`src/rtl/ifetch_unit.sv`:
```
// Instruction fetch unit: one-outstanding-request bus master feeding the fetch stage.
// Build option: define IFETCH_MISALIGN_EN to raise out_excp on misaligned redirect targets.
module ifetch_unit #(
  parameter logic [31:0] RESET_PC = 32'hbfc0_0000
) (
  input  logic        clk,
  input  logic        reset,
  input  logic        stall,
  input  logic        redirect_valid,
  input  logic [31:0] redirect_pc,
  output logic        ireq_valid,
  output logic [31:0] ireq_addr,
  input  logic        ireq_addr_ok,
  input  logic        iresp_data_ok,
  input  logic [31:0] iresp_data,
  output logic        out_valid,
  output logic [31:0] out_pc,
  output logic [31:0] out_instr,
  output logic        out_excp
);

  typedef enum logic [2:0] {IDLE, REQ, WAIT, DROP, HOLD} state_t;

  state_t      r_state, w_state_nxt;
  logic [31:0] r_fetch_pc, w_fetch_pc_nxt;
  logic [31:0] r_ireq_addr, w_ireq_addr_nxt;
  logic        r_out_valid, w_out_valid_nxt;
  logic [31:0] r_out_pc, w_out_pc_nxt;
  logic [31:0] r_out_instr, w_out_instr_nxt;
  logic        r_out_excp, w_out_excp_nxt;
  logic [31:0] r_hold_data, w_hold_data_nxt;
  logic        r_hold_full, w_hold_full_nxt;
  logic        r_drop_pend, w_drop_pend_nxt;
  logic [31:0] w_redirect_pc;
  logic [31:0] w_pc_plus4;
  logic [31:0] w_go_pc;
  logic        w_go_req;

`ifdef IFETCH_MISALIGN_EN
  assign w_redirect_pc = redirect_pc;
  assign out_excp      = r_out_excp;
`else
  logic w_unused;
  assign w_redirect_pc = {redirect_pc[31:2], 2'b00};
  assign out_excp      = 1'b0;
  assign w_unused      = ^{redirect_pc[1:0], r_out_excp};
`endif

  assign w_pc_plus4 = r_fetch_pc + 32'd4;
  assign ireq_valid = (r_state == REQ);
  assign ireq_addr  = r_ireq_addr;
  assign out_valid  = r_out_valid;
  assign out_pc     = r_out_pc;
  assign out_instr  = r_out_instr;

  always_comb begin
    // NOTE: every next-value gets a default first so no path through this block infers a latch.
    w_state_nxt     = r_state;
    w_fetch_pc_nxt  = r_fetch_pc;
    w_ireq_addr_nxt = r_ireq_addr;
    w_out_valid_nxt = r_out_valid;
    w_out_pc_nxt    = r_out_pc;
    w_out_instr_nxt = r_out_instr;
    w_out_excp_nxt  = r_out_excp;
    w_hold_data_nxt = r_hold_data;
    w_hold_full_nxt = r_hold_full;
    w_drop_pend_nxt = r_drop_pend;
    w_go_req        = 1'b0;
    w_go_pc         = r_fetch_pc;

    if (r_out_valid && !stall) begin
      w_out_valid_nxt = 1'b0;
      w_out_excp_nxt  = 1'b0;
    end
    // A taken branch kills whatever is presented or held, even under stall.
    if (redirect_valid) begin
      w_out_valid_nxt = 1'b0;
      w_out_excp_nxt  = 1'b0;
      w_hold_full_nxt = 1'b0;
      w_fetch_pc_nxt  = w_redirect_pc;
    end

    case (r_state)
      IDLE: begin
        w_go_req = 1'b1;
        w_go_pc  = w_fetch_pc_nxt;
      end
      REQ: begin
        if (redirect_valid) w_drop_pend_nxt = 1'b1;
        if (ireq_addr_ok) begin
          w_state_nxt     = (redirect_valid || r_drop_pend) ? DROP : WAIT;
          w_drop_pend_nxt = 1'b0;
        end
      end
      WAIT: begin
        if (redirect_valid) begin
          // A response landing on the redirect edge is already stale; nothing left to drop.
          if (iresp_data_ok) begin
            w_go_req = 1'b1;
            w_go_pc  = w_redirect_pc;
          end else begin
            w_state_nxt = DROP;
          end
        end else if (iresp_data_ok) begin
          if (!r_out_valid || !stall) begin
            w_out_valid_nxt = 1'b1;
            w_out_pc_nxt    = r_fetch_pc;
            w_out_instr_nxt = iresp_data;
            w_out_excp_nxt  = 1'b0;
            w_fetch_pc_nxt  = w_pc_plus4;
            w_go_req        = 1'b1;
            w_go_pc         = w_pc_plus4;
          end else begin
            w_hold_data_nxt = iresp_data;
            w_hold_full_nxt = 1'b1;
            w_state_nxt     = HOLD;
          end
        end
      end
      DROP: begin
        if (iresp_data_ok) begin
          w_go_req = 1'b1;
          w_go_pc  = w_fetch_pc_nxt;
        end
      end
      HOLD: begin
        if (redirect_valid) begin
          w_go_req = 1'b1;
          w_go_pc  = w_redirect_pc;
        end else if (!stall && r_hold_full) begin
          w_out_valid_nxt = 1'b1;
          w_out_pc_nxt    = r_fetch_pc;
          w_out_instr_nxt = r_hold_data;
          w_out_excp_nxt  = 1'b0;
          w_hold_full_nxt = 1'b0;
          w_fetch_pc_nxt  = w_pc_plus4;
          w_go_req        = 1'b1;
          w_go_pc         = w_pc_plus4;
        end
        // An empty HOLD is a consumed address error parked until the next redirect.
      end
      default: w_state_nxt = IDLE;
    endcase

    if (w_go_req) begin
      w_state_nxt     = REQ;
      w_ireq_addr_nxt = w_go_pc;
`ifdef IFETCH_MISALIGN_EN
      if (w_go_pc[1:0] != 2'b00) begin
        w_state_nxt     = HOLD;
        w_ireq_addr_nxt = r_ireq_addr;
        w_out_valid_nxt = 1'b1;
        w_out_excp_nxt  = 1'b1;
        w_out_pc_nxt    = w_go_pc;
        w_out_instr_nxt = 32'd0;
        w_hold_full_nxt = 1'b0;
      end
`endif
    end
  end

  always_ff @(posedge clk or posedge reset) begin
    if (reset) begin
      r_state     <= IDLE;
      r_fetch_pc  <= RESET_PC;
      r_ireq_addr <= RESET_PC;
      r_out_valid <= 1'b0;
      r_out_pc    <= 32'd0;
      r_out_instr <= 32'd0;
      r_out_excp  <= 1'b0;
      r_hold_data <= 32'd0;
      r_hold_full <= 1'b0;
      r_drop_pend <= 1'b0;
    end else begin
      r_state     <= w_state_nxt;
      r_fetch_pc  <= w_fetch_pc_nxt;
      r_ireq_addr <= w_ireq_addr_nxt;
      r_out_valid <= w_out_valid_nxt;
      r_out_pc    <= w_out_pc_nxt;
      r_out_instr <= w_out_instr_nxt;
      r_out_excp  <= w_out_excp_nxt;
      r_hold_data <= w_hold_data_nxt;
      r_hold_full <= w_hold_full_nxt;
      r_drop_pend <= w_drop_pend_nxt;
    end
  end

endmodule

```
`config.mk`:
```
export PLATFORM = sky130hd
export DESIGN_NAME = ifetch_unit
export DESIGN_NICKNAME = d
export VERILOG_FILES = /design/src/rtl/ifetch_unit.sv
export SDC_FILE = /design/constraint.sdc
export NUM_CORES = 1
export LEC_CHECK = 0
export CAP_MARGIN = 15
export CORE_ASPECT_RATIO = 2
export CORE_MARGIN = 5
export CORE_UTILIZATION = 50
export DETAILED_ROUTE_END_ITERATION = 7
export GPL_TIMING_DRIVEN = 0
export PLACE_DENSITY_LB_ADDON = 0.08
export SLEW_MARGIN = 20
export SYNTH_ARGS = -nofsm -noshare
export SYNTH_HDL_FRONTEND = slang
export SYNTH_SLANG_ARGS = --single-unit
```
`constraint.sdc`:
```
create_clock -name clk -period 14.7 [get_ports clk]
set_input_delay 1.47 -clock clk [delete_from_list [all_inputs] [get_ports clk]]
set_output_delay 1.47 -clock clk [all_outputs]
set_load 0.05 [all_outputs]
```
### Word level (Yosys, flattened, before mapping)

Index checks and enable logic that the tools add are counted.

| storage, ports and cells | value |
|---|---|
| input port bits | 70 |
| logic and storage cells | 99 |
| output and inout bits | 99 |
| flip-flop bits (word level) | 166 |

| cells by class | value |
|---|---|
| reductions and logical operators | 14 |
| bitwise operators | 2 |
| mux-type cells | 59 |
| eq/ne operators | 14 |
| add/sub/neg operators | 1 |

Operators by type and width:

| cell | number |
|---|---|
| two-way mux 32 bit | 23 |
| one-hot mux 32 bit (2 select lines) | 3 |
| one-hot mux 32 bit (4 select lines) | 1 |
| adder 32 x 3 -> 32 bit (second input constant) | 1 |
| two-way mux 1 bit | 22 |
| two-way mux 3 bit | 6 |
| inequality test 4 bit (second input constant) | 3 |
| inequality test 2 bit (second input constant) | 5 |
| one-hot mux 3 bit (3 select lines) | 1 |
| equality test 3 x 2 -> 1 bit (second input constant) | 2 |
| AND reduction 6 bit | 1 |
| AND reduction 5 bit | 1 |
| one-hot mux 1 bit (2 select lines) | 2 |
| one-hot mux 1 bit (4 select lines) | 1 |
| AND reduction 4 bit | 1 |
| nonzero test 2 bit | 2 |
| equality test 3 x 1 -> 1 bit (second input constant) | 1 |
| equality test 3 bit (second input constant) | 1 |
| zero test 3 bit | 1 |
| inequality test 3 x 1 -> 1 bit (second input constant) | 1 |
| OR reduction 3 bit | 1 |
| logical AND 1 bit | 2 |
| zero test 1 bit | 2 |
| logical OR 1 bit | 2 |
| other kinds (3) | 4 |

### Depth between registers and ports, before layout

| depth | value |
|---|---|
| word-level depth | 8 |
| gate-level depth with buffers | 10 |
| mapped depth without buffers | 7 |

### Worst setup path before layout

OpenSTA, ideal clock, no wires.

| timing path | value |
|---|---|
| kind | input -> register |
| from | in redirect_valid |
| to | reg r_hold_data[10] |
| stages | 5 |
| setup time | 0.125 ns |
| slack | 11.385 ns |
| buffers on the path | 2 |
| required time | 14.575 ns |
| arrival time | 3.191 ns |
| path through | buf_2 or4b_2 nor2_1 buf_2 mux2_2 |

| on the way | value |
|---|---|
| longest elaborated chain between the ends | 2 |

RTL lines:

| what | RTL line | source |
|---|---|---|
| start, declared | 9 | `input logic redirect_valid,` |
| NOT 1 bit (no line) | n/a |  |
| AND reduction 4 bit (no line) | n/a |  |
| end signal, assigned | 182 | `r_hold_data <= w_hold_data_nxt;` |
| end, declared | 31 | `logic [31:0] r_hold_data, w_hold_data_nxt;` |

Every way passes these cells.
A chain may end at the register's enable or synchronous reset.

### Worst setup path after layout

| timing path | value |
|---|---|
| from | in iresp_data_ok |
| to | reg r_out_instr[10], in the netlist out_instr[10] |

| on the way | value |
|---|---|
| longest elaborated chain between the ends | 2 |

RTL lines:

| what | RTL line | source |
|---|---|---|
| start, declared | 14 | `input logic iresp_data_ok,` |
| inequality test 2 bit (no line) | n/a |  |
| AND reduction 6 bit (no line) | n/a |  |
| end signal, assigned | 180 | `r_out_instr <= w_out_instr_nxt;` |
| end, declared | 29 | `logic [31:0] r_out_instr, w_out_instr_nxt;` |

Every way passes these cells.

==> results.yml <==
route:
  first_pass_iters: 8
  viasPerCell: 6.53
  detail_route.iter0.violations: 1171
  vias: 10665
  ant_nets: 0
  drc: 0
  wirelength_mm: 44.3
  wire_per_inst_um: 27.1
clock_tree:
  cts-root-buf: "clkbuf_16"
  clock-sinks: 166
  post_cts_buffers: 0
  cts_buffer_depth: 2
  postCtsHoldBufs: 0
  clk_latency_ns: 0.45
  numCtsBuffers: 17
  cts_tree: "built"
  h-tree-depth: 4
  path_clk_slew_ns: 0.07
  cts.repair.resized: 0
setup_path:
  path_buf_inv: 5
  crit_path_frequent_cell: "buf_2"
  crit_end: "out_instr[10]"
  critPathLaunch: "iresp_data_ok"
  rrSetupSlack_ns: 11.01
  crit_chain: "clkdlybuf4s50_1 > clkbuf_1 > a21boi_0 > nand2_1 > nand2_1 > buf_2 > buf_2 > buf_2 > a31oi_1"
  endpoint_kind: "register"
  slowest_delay_ns: 0.76
  worstPathRequired_ns: 15.02
  crit_fanout: 10
  crit_type: "in2reg"
  reg2reg_depth: 8
  r2r-end: "r_fetch_pc[9]"
  cp_data_arrival_time_ns: 5.25
  cpLargestDelayFamily: "buffers and inverters"
  crit_path_start_kind: "primary input"
  worst-path-stages: 9
  reg2reg_from: "r_state[0]"
  crit_slowest_cell: "a21boi_0"
floorplanning:
  dieArea_um2: 22800
  core-area_um2: 19400
  dieHeight_um: 209
  die_w_um: 109
  io_pins: 169
  row_count: 72
  initial_core_util: 0.510
logic_synthesis:
  synth-edff-count: 0
  ys.flop_type: "dfrtp_1"
  syn_area_um2: 9880
  synth_top_family_by_area: "simple AND/OR/NAND/NOR gates"
  synth_top_area_frac: 0.375
  synth_seq_area_share: 0.423
  ys_ff_latch: 166
  syn_avg_cell_area_um2: 8.39
  synthTopCellsByCount: "239 x nand2_1, 148 x dfrtp_1, 107 x nor2_1, 79 x o21ai_0, 60 x clkbuf_1"
  synthSimpleGateAreaFrac: 0.227
  synth_cells: 1177
  synthAdderAreaFrac: 0.00127
  post-synth-top-area-cell: "dfrtp_1"
  yosysMostFrequentCell: "nand2_1"
  synth_compound_area_frac: 0.216
  synthesis.nets: 1248
  synth_area_leaders: "dfrtp_1 37%, nand2_1 9.1%, dfstp_2 4.8%, mux2_2 4.1%, nor2_1 4.1%"
  synth-async-reset-ratio: 1.00
  synth.distinct_cells: 82
  synth_mux_area_frac: 0.0512
  yosys_warnings: 0
  synthXorXnorAreaFrac: 0.0293
layout:
  synthToLayoutAreaGrowth_pct: 26.4
  final_cell_area_um2: 12500
  layout-drive-gt1-share: 0.115
  diodes: 0
  nNetsFinal: 1432
  utilization: 0.645
global_route:
  track_usage: 0.392
  antenna_found_initial: 0
  grt_pass1_vias: 10970
  globalRoute.totalOverflow: 0
  grt_pass1_wl_mm: 65.9
  grt_max_degree: 100
timing:
  fin_crit_sh: 0.335
  worst_slew_margin_rel: 0.200
  setup_viol: 0
  rsz0062_at_grt: "no"
  whs_ns: 0.469
  fmax_ghz: 0.203
  skew_ns: 0.0101
  hold_violations: 0
  tns_ns: 0
  slew_viol_final: 0
  finalCriticalPeriod_ns: 4.93
  worst_pin_slew_ns: 1.20
job:
  cap_violations: 0
outcome:
  status: "completed"
power_and_ir_drop:
  p_leak_nw: 5.19
  max-vdd-ir-drop_mv: 0.152
  power_density_nw_per_um2: 200
  report.power.total_w: 0.00250
placed_design:
  gp_congestion: 1.03
  port_buffers: 163
  placed_cell_area_um2: 11900
  dpl.hpwl_mm: 32.3
hold_path:
  min_path_type: "reg2reg"
per-layer routing:
layer	wire [um]	vias to the layer above	part of all wire	global-route usage
met1	14100	5088	0.32	0.414
met2	21800	740	0.49	0.644
met3	4070	277	0.092	0.0917
met5	0	-	0	0
met4	4290	0	0.097	0.321
li1	-	4560	-	-
cells by family (layout without fill, tap and decap cells):
logic type               count (synthesis)  count (layout)
adder cells (fa/ha/maj)                  1               1
XOR/XNOR                                33              33
multiplexers                            46              46
buffers and inverters                  119             315
AND/OR/NAND/NOR                        486             486
flip-flops                             166             166
other                                    1               1
AO/OA/AOI/OAI                          325             325
worst reg2reg max path, stage by stage, from the launching register on:
cell	delay [ns]
dfrtp_1	0.36
clkbuf_1	0.17
clkbuf_1	0.28
nor2_1	0.40
nand3_1	0.40
a22oi_1	1.00
nor2_1	0.41
a222oi_1	0.40
o21ai_0	0.14
power by group:
part	switching, W	internal, W	total, W
clock	0.000222	0.000242	0.000464
sequential	0.0000878	0.000612	0.000700
combinational	0.000917	0.000414	0.00133
total	0.00123	0.00127	0.00250
registers in the layout (all words and copies together) (netlist names):
signal / cells
ireq_addr: 32
r_hold_full: 1
out_pc: 32
out_valid: 1
r_fetch_pc: 32
r_drop_pend: 1
r_state: 3
r_hold_data: 32
out_instr: 32
worst min-delay path by stage:
stage / from / to / slack (ns) / cells after the start
after detailed placement: out_pc[6] / out_pc[6] / 0.46 / 2
after global routing: out_pc[24] / out_pc[24] / 0.50 / 2
after CTS: out_pc[6] / out_pc[6] / 0.47 / 2
after floorplan: r_fetch_pc[0] / out_pc[0] / 0.46 / 2
final: out_pc[14] / out_pc[14] / 0.47 / 2
after global placement: out_pc[6] / out_pc[6] / 0.45 / 2
stage by stage:
stage / instances / worst slack [ns]
global placement: 1599 / 6.44
CTS: 1632 / 10.10
floorplan: 1177 / 8.77
global route: 1632 / 9.78
detailed placement: 1601 / 9.64
finish: 1632 / 9.77
area by class of cell:
class                           count  area (um^2)
Timing Repair Buffer              165         1670
Tap cell                          259          324
Multi-Input combinational cell    892         5210
Buffer                            107          469
Fill cell                        1637         6880
Inverter                           12         52.6
Clock buffer                       17          425
Clock inverter                     14          168
Sequential cell                   166         4180
cells in the final DEF, fill, tap and decap left out, types with 10 or more instances in the layout:
cell type,n
clkbuf_16,17
nor2_1,107
and3_1,10
clkbuf_1,60
nand2b_1,12
inv_1,11
mux2i_1,10
nor3_1,19
buf_2,30
nand2_1,239
mux2_2,36
a31oi_1,54
dfrtp_1,148
dfstp_2,18
clkdlybuf4s50_1,163
a211oi_1,10
buf_1,10
or3_1,10
xnor2_1,24
a21oi_1,59
o21ai_0,79
nand3_1,30
Power figures use the tool's default switching activity.
